==> src/rtl/key_schedule_sequencer.sv <==
// Iterative AES-128 key schedule: one round key per cycle into an 11-entry store, read back through a registered port.
// Optional build macro KEY_SCHED_FULL_OUT_EN adds the flat 1408-bit roundKeys output.
module key_schedule_sequencer (
  input  logic         clock,
  input  logic         reset,
  input  logic         keyValid,
  output logic         keyReady,
  input  logic [127:0] key,
  output logic         keysValid,
  input  logic [3:0]   rdIndex,
  output logic [127:0] rdKey
`ifdef KEY_SCHED_FULL_OUT_EN
  ,
  output logic [1407:0] roundKeys
`endif
);

  typedef enum logic [1:0] {IDLE, EXPAND, READY} state_t;

  localparam logic [2047:0] SBOX_TABLE = {
    128'h637c777bf26b6fc53001672bfed7ab76, 128'hca82c97dfa5947f0add4a2af9ca472c0,
    128'hb7fd9326363ff7cc34a5e5f171d83115, 128'h04c723c31896059a071280e2eb27b275,
    128'h09832c1a1b6e5aa0523bd6b329e32f84, 128'h53d100ed20fcb15b6acbbe394a4c58cf,
    128'hd0efaafb434d338545f9027f503c9fa8, 128'h51a3408f929d38f5bcb6da2110fff3d2,
    128'hcd0c13ec5f974417c4a77e3d645d1973, 128'h60814fdc222a908846eeb814de5e0bdb,
    128'he0323a0a4906245cc2d3ac629195e479, 128'he7c8376d8dd54ea96c56f4ea657aae08,
    128'hba78252e1ca6b4c6e8dd741f4bbd8b8a, 128'h703eb5664803f60e613557b986c11d9e,
    128'he1f8981169d98e949b1e87e9ce5528df, 128'h8ca1890dbfe6426841992d0fb054bb16
  };

  function automatic logic [7:0] sbox(input logic [7:0] b);
    return SBOX_TABLE[8 * (255 - int'(b)) +: 8];
  endfunction

  function automatic logic [7:0] xtime(input logic [7:0] b);
    return {b[6:0], 1'b0} ^ (b[7] ? 8'h1b : 8'h00);
  endfunction

  state_t       state;
  logic [3:0]   roundCnt;
  logic [7:0]   rcon;
  logic [127:0] store [0:10];

  logic [3:0]   prev_idx;
  logic [127:0] prev_key;
  logic [31:0]  rot_word;
  logic [31:0]  sub_word;
  logic [31:0]  w0n, w1n, w2n, w3n;

  // NOTE: every always_comb output gets a default first so no latch is inferred.
  always_comb begin
    prev_idx = roundCnt - 4'd1;
    prev_key = '0;
    if (prev_idx <= 4'd10) prev_key = store[prev_idx];
  end

  // Four S-box lookups, reused by every round of the expansion.
  assign rot_word = {prev_key[23:0], prev_key[31:24]};
  assign sub_word = {sbox(rot_word[31:24]), sbox(rot_word[23:16]),
                     sbox(rot_word[15:8]),  sbox(rot_word[7:0])};
  assign w0n = prev_key[127:96] ^ sub_word ^ {rcon, 24'h0};
  assign w1n = prev_key[95:64] ^ w0n;
  assign w2n = prev_key[63:32] ^ w1n;
  assign w3n = prev_key[31:0]  ^ w2n;

  // NOTE: sequential state uses non-blocking assignments so every read sees pre-edge values.
  always_ff @(posedge clock) begin
    if (reset) begin
      state     <= IDLE;
      roundCnt  <= 4'd0;
      rcon      <= 8'h00;
      keyReady  <= 1'b1;
      keysValid <= 1'b0;
      rdKey     <= '0;
      // NOTE: the store is cleared on reset so an aborted expansion leaves no partial keys readable.
      for (int i = 0; i <= 10; i++) store[i] <= '0;
    end else begin
      rdKey <= (rdIndex <= 4'd10) ? store[rdIndex] : '0;
      case (state)
        IDLE, READY: begin
          if (keyValid) begin
            store[0]  <= key;
            roundCnt  <= 4'd1;
            rcon      <= 8'h01;
            state     <= EXPAND;
            keyReady  <= 1'b0;
            keysValid <= 1'b0;
          end
        end
        EXPAND: begin
          store[roundCnt] <= {w0n, w1n, w2n, w3n};
          rcon            <= xtime(rcon);
          if (roundCnt == 4'd10) begin
            state     <= READY;
            keyReady  <= 1'b1;
            keysValid <= 1'b1;
          end else begin
            roundCnt <= roundCnt + 4'd1;
          end
        end
        default: state <= IDLE;
      endcase
    end
  end

`ifdef KEY_SCHED_FULL_OUT_EN
  // store[0] lands in the MSBs, matching the combinational expander layout.
  for (genvar g = 0; g <= 10; g++) begin : g_flat
    assign roundKeys[1407 - 128 * g -: 128] = store[g];
  end
`else
  // Default build: round keys leave the block only through rdKey.
`endif

endmodule

==> config.mk <==
export PLATFORM = sky130hd
export DESIGN_NAME = key_schedule_sequencer
export DESIGN_NICKNAME = d
export VERILOG_FILES = /design/src/rtl/key_schedule_sequencer.sv
export SDC_FILE = /design/constraint.sdc
export NUM_CORES = 2
export LEC_CHECK = 0
export BUFFER_PORTS_ARGS = -buffer_cell sky130_fd_sc_hd__buf_2
export CORE_UTILIZATION = 45
export DETAILED_ROUTE_END_ITERATION = 8
export MAX_ROUTING_LAYER = met4
export PLACE_DENSITY = 0.71
export REMOVE_ABC_BUFFERS = 1
export SLEW_MARGIN = 20
export SYNTH_ARGS = -nofsm -noshare
export SYNTH_HDL_FRONTEND = slang
export SYNTH_SLANG_ARGS = --single-unit
==> constraint.sdc <==
create_clock -name clock -period 12.55 [get_ports clock]
set_clock_uncertainty 0.1 [all_clocks]
set_input_delay 1.8825 -clock clock [delete_from_list [all_inputs] [get_ports clock]]
set_output_delay 1.8825 -clock clock [all_outputs]
set_load 0.005 [all_outputs]
== Word level (Yosys, flattened, before mapping) ==
Memories as Yosys holds them, arrays and structs flattened. A register that Yosys moved wholly into a read port is not among the register bits.
Cells that the tools add are included.

* Input bits: 135
* Register bits: 16
* Memory bits (writable): 1,408
* Memories: 1
* Logic and storage cells: 67
* Output and inout port bits: 130

{| class="wikitable"
|+ Memory list
! name !! depth !! bits a word !! read ports !! clocked after memory_dff !! wr ports !! RTL line !! RTL
|-
| store || 11 || 128 || 2 || 1 || 11 || 42 || <nowiki>logic [127:0] store [0:10];</nowiki>
|}

* Bitwise gates (word level): 8
* $lt $le $gt $ge: 2
* Shifts and indexed selects: 4
* $add $sub $neg: 6
* Muxes and demuxes: 26
* Reduce and logical (&&, ||, !) cells: 9
* Equality and inequality tests: 6

{| class="wikitable"
|+ Operators with widths
! cell !! count
|-
| $shiftx 2048x12->8 const A || 4
|-
| $mux 128 || 3
|-
| $xor 32x32->32 || 5
|-
| $reduce_or 128->1 || 1
|-
| $sub 8x8->9 const A || 4
|-
| $pmux 8 s2 || 1
|-
| $mux 1 || 12
|-
| $mux 4 || 3
|-
| $le 4x4->1 const B || 2
|-
| $mux 8 || 1
|-
| $pmux 4 s2 || 1
|-
| $xor 8x5->8 || 1
|-
| $ne 2x2->1 const B || 3
|-
| $reduce_and 3->1 || 2
|-
| $mux 5 || 1
|-
| $add 4x1->4 const B || 1
|-
| $eq 4x4->1 const B || 1
|-
| $mux 2 || 2
|-
| $pmux 2 s2 || 1
|-
| $reduce_and 2->1 || 2
|-
| $reduce_or 2->1 || 2
|-
| $sub 4x1->4 const B || 1
|-
| $eq 2x1->1 const B || 1
|-
| $eq 2x2->1 const B || 1
|-
| other kinds (5) || 5
|}

== Longest topological paths before layout ==
* Word-level depth: 11
* Gate-level depth with buffers: 28
* Gate-level depth less buffers: 20

== Least setup slack after synthesis ==
Ideal clock, no wire load.

* Path type: reg-to-reg
* Start: reg roundCnt[0]
* End: mem store[9][0], enable pin
* Stages on the path, launching flop included: 16
* Buffers on the path: 13
* Period minus slack after synthesis: 13,177 ps
* Setup time: 804 ps
* Path slack: -627 ps
* Arrival time: 12,273 ps
* Required time: 11,646 ps
* Cell sequence: dfxtp_1 buf_6 buf_6 buf_8 buf_8 buf_8 buf_8 buf_8 buf_6 buf_6 buf_6 buf_6 buf_4 buf_1 a31oi_1 a211oi_1

{| class="wikitable"
|+ RTL lines
! item !! RTL line !! RTL
|-
| start, declared || 40 || <nowiki>logic [3:0] roundCnt;</nowiki>
|-
| start signal, assigned || 98 || <nowiki>roundCnt <= roundCnt + 4'd1;</nowiki>
|-
| end, declared || 42 ||
|}

==> run summary <==
=========================================================================================
Status ..................................................................... finished with violations
Failing checks ............................................................. design-rule violations
Max Root-Sink Buffers ......................................................            3
Core area ..................................................................  0.2630 mm^2
Routability Congestion .....................................................        1.056
Leading cell type by number of instances after synthesis ................... sky130_fd_sc_hd__edfxtp_1
Portion of netlist area occupied by mux cells ..............................       0.1970
Top-level port count .......................................................          265
Top delay family on crit path .............................................. compound AO/OA/AOI/OAI gates
Category of the critical setup timing path ................................. flop to flop
Leak .......................................................................   0.04439 uW
Vias per std cell ..........................................................        7.117
Dominant synthesized flop cell ............................................. sky130_fd_sc_hd__edfxtp_1
Delay contributed by the slowest stage of the critical path ................      0.80 ns
Syn. warnings ..............................................................            0
Horizontal die dimension ...................................................     516.7 um
Fin nets ...................................................................         9363
Syn_area_per_cell ..........................................................   12.83 um^2
Pins Over Slew Limit .......................................................            0
Critical-path cell with the highest stage delay ............................ sky130_fd_sc_hd__dfxtp_4
Remaining number of nets flagged by the antenna check after routing ........            0
Initial core utilization ...................................................       0.4533
Post-route DRC .............................................................            1
GRT Resource Usage Total ...................................................       0.3536
Max IR drop VDD ............................................................    0.1563 mV
Detailed placement HPWL ....................................................    276000 um
Final Hold Vio Count .......................................................            0
Via count of the first global-routing pass .................................       90.72k
Area taken by multi-input logic gates ...................................... 0.05176 mm^2
Top cell type's share of synthesized area ..................................       0.4837
Final TNS setup ............................................................         0 ns
Area enclosed by the die boundary ..........................................  0.2669 mm^2
Max-Slew Margin vs Limit ...................................................       0.1749
Worst Max-Slew Pin Slew ....................................................     1.238 ns
Crit path buf inv count ....................................................            6
Routed wirelength normalized by instance count .............................     35.96 um
Largest net degree at the start of global routing ..........................          133
Area of the mapped netlist .................................................  0.1192 mm^2
Fin crit period ............................................................     9.550 ns
Wire length of the first global-routing pass ...............................    658400 um
CTS tree ...................................................................         done
Compound-gate portion of the synthesized area ..............................       0.1065
Wirelength, routed .........................................................    464200 um
Number of violations reported at the end of detailed-routing iteration 0 ...       15.69k
XOR/XNOR share of the synthesized area .....................................      0.02073
Layout cell share with drive strength beyond 1 .............................       0.2171
Number of synthesized register bits ........................................         2192
# fillers ..................................................................       22.44k
Category of the worst setup path launch point ..............................         flop
Max frequency ..............................................................    104.7 MHz
Post-CTS setup repair buffer count .........................................            0
Largest fanout on the critical path ........................................           72
Final standard cell count with taps included and fillers excluded ..........       12.91k
First-pass detailed-route iteration total ..................................            9
Largest family of logic cells by synthesized area .......................... multiplexers
Cell-by-cell trace of the critical path .................................... inv_2, ha_4, buf_4, buf_12, mux4_2, nor3_1, a211o_1, nand2_2, ha_1, buf_4, inv_1, nand2_1, o22ai_1, o21ai_0, a311oi_1, a32o_1, xnor2_2, xnor2_1, xor2_1, a22oi_2, inv_1
PortBufs ...................................................................          264
Leading post-synthesis cells by cell area .................................. sky130_fd_sc_hd__edfxtp_1 48%, sky130_fd_sc_hd__mux4_2 17%, sky130_fd_sc_hd__nor2_1 4.8%
Proportion of register bits with asynchronous set or reset after synthesis .            0
Max-capacitance violation count ............................................            0
Worst-Skew Late Latency ....................................................      0.97 ns
Antenna violations before repair ...........................................           24
Dpl cells ..................................................................       12.47k
Cell accounting for the most synthesized area .............................. sky130_fd_sc_hd__edfxtp_1
Number of enable flip-flop cells after synthesis ...........................         1920
Number of resized instances in the post-cts repair step ....................            0
Clock-pin transition on the worst setup and hold timing paths ..............      0.06 ns
Die Height .................................................................     516.7 um
Floorplan row count ........................................................          188
Post-synthesis adder-cell area fraction ....................................     0.005542
Share of synthesized cell area in and, or, nand and nor gates ..............       0.1002
Register area share after synthesis ........................................       0.5294
Endpoint arrival time on the critical path .................................     10.06 ns
Synth-to-layout area growth ................................................       10.13%
Power per cell area ........................................................ 168.2 mW/mm^2
Required time reported for the critical path endpoint ......................     13.06 ns
Final setup viols ..........................................................            0
Root Driver ................................................................ sky130_fd_sc_hd__clkbuf_16
Overflow after GRT .........................................................            0
Cell variety after synth ...................................................          135
Area occupied by registers ................................................. 0.06310 mm^2
Unrepaired setup endpoints after global routing ............................        false
Critical path capture point type ...........................................         flop
Period Utilization, post-route .............................................       0.7610
Post-synthesis instance total ..............................................         9290
Via Count ..................................................................       91.89k
Top cells by instance count after synthesis ................................ 1920 x sky130_fd_sc_hd__edfxtp_1, 1519 x sky130_fd_sc_hd__nor2_1, 892 x sky130_fd_sc_hd__mux4_2
Number of clock sinks ......................................................         2192
HP Class ................................................................... flop to flop
Hold buffers post-CTS ......................................................            0
Hold WS ....................................................................    0.3738 ns
Number of buffers added by the clock tree synthesis step ...................          224
Clock H-tree levels ........................................................            4
=========================================================================================
-- cell type report --
cell class / instances / share of cell area
Tap cell: 3515 / 0.03350
Clock inverter: 131 / 0.01225
Clock buffer: 296 / 0.04646
Sequential cell: 2192 / 0.4807
Inverter: 167 / 0.004833
Multi-Input combinational cell: 6060 / 0.3943
Timing Repair Buffer: 531 / 0.02757
Antenna cell: 19 / 0.0003622
-- tightest hold or removal path, stage by stage (launching register included) --
cell                      delay, ns
sky130_fd_sc_hd__dfxtp_1       0.33
sky130_fd_sc_hd__nand2_1       0.06
sky130_fd_sc_hd__o21ai_1       0.05
-- registers in the layout, indices dropped and copies added, names as in the netlist --
signal	count
roundCnt	4
keyReady	1
keysValid	1
rcon	8
rdKey	128
store	2048
state	2
-- logic make-up after synthesis --
group	after synthesis
flip-flops	2192
adder cells (fa/ha/maj)	53
AND/OR/NAND/NOR	2764
AO/OA/AOI/OAI	1764
buffers and inverters	1038
XOR/XNOR	253
multiplexers	1226
-- cells in the final DEF, fill, tap and decap left out, types with 246 or more instances in the layout --
| master | instances |
|---|---|
| sky130_fd_sc_hd__mux4_2 | 892 |
| sky130_fd_sc_hd__buf_4 | 246 |
| sky130_fd_sc_hd__dfxtp_1 | 271 |
| sky130_fd_sc_hd__buf_2 | 260 |
| sky130_fd_sc_hd__nand2_1 | 543 |
| sky130_fd_sc_hd__edfxtp_1 | 1920 |
| sky130_fd_sc_hd__mux2i_1 | 296 |
| sky130_fd_sc_hd__a21oi_1 | 359 |
| sky130_fd_sc_hd__o21ai_0 | 247 |
| sky130_fd_sc_hd__nor2_1 | 1511 |
-- power breakdown --
| part | internal [uW] | switching (uW) | total, uW |
|---|---|---|---|
| sequential | 8310 | 140 | 8450 |
| clock | 3930 | 3040 | 6970 |
| combinational | 2090 | 4580 | 6660 |
| total | 14300 | 7760 | 22100 |
-- routing by layer --
metal	wire length [um]	vias to the layer above	global-route usage
li1	-	35872	-
met1	166800	46249	0.4542
met2	209500	8141	0.5272
met3	60680	1623	0.07972
met4	27250	0	0.1789
met5	0	-	-
-- per-stage QoR --
step | utilization | instance area, um^2 | power, uW | worst slack [ns]
2_1_floorplan | - | 115000 | 13000 | -47.57
5_1_grt | 0.4991 | 131200 | 22630 | 2.841
3_5_place_dp | 0.4696 | 123500 | 15000 | 3.468
3_3_place_gp | 0.4695 | 123500 | 14980 | 3.260
4_1_cts | 0.4989 | 131200 | 21890 | 3.360
6_report | 0.4991 | 131300 | 22080 | 3.000
-- worst paths after layout --
kind | start | end | slack (ns) | cells after the start
min reg2reg | store[10][31]$_SDFFE_PP0P_ | store[10][31]$_SDFFE_PP0P_ | 0.37 | 2
max | roundCnt[0]$_SDFFE_PP0P_ | store[15][58]$_DFFE_PP_ | 3.00 | 21
min | store[10][31]$_SDFFE_PP0P_ | store[10][31]$_SDFFE_PP0P_ | 0.37 | 2
max reg2reg | roundCnt[0]$_SDFFE_PP0P_ | store[15][58]$_DFFE_PP_ | 3.00 | 21
(Power assumes the default switching activity.)
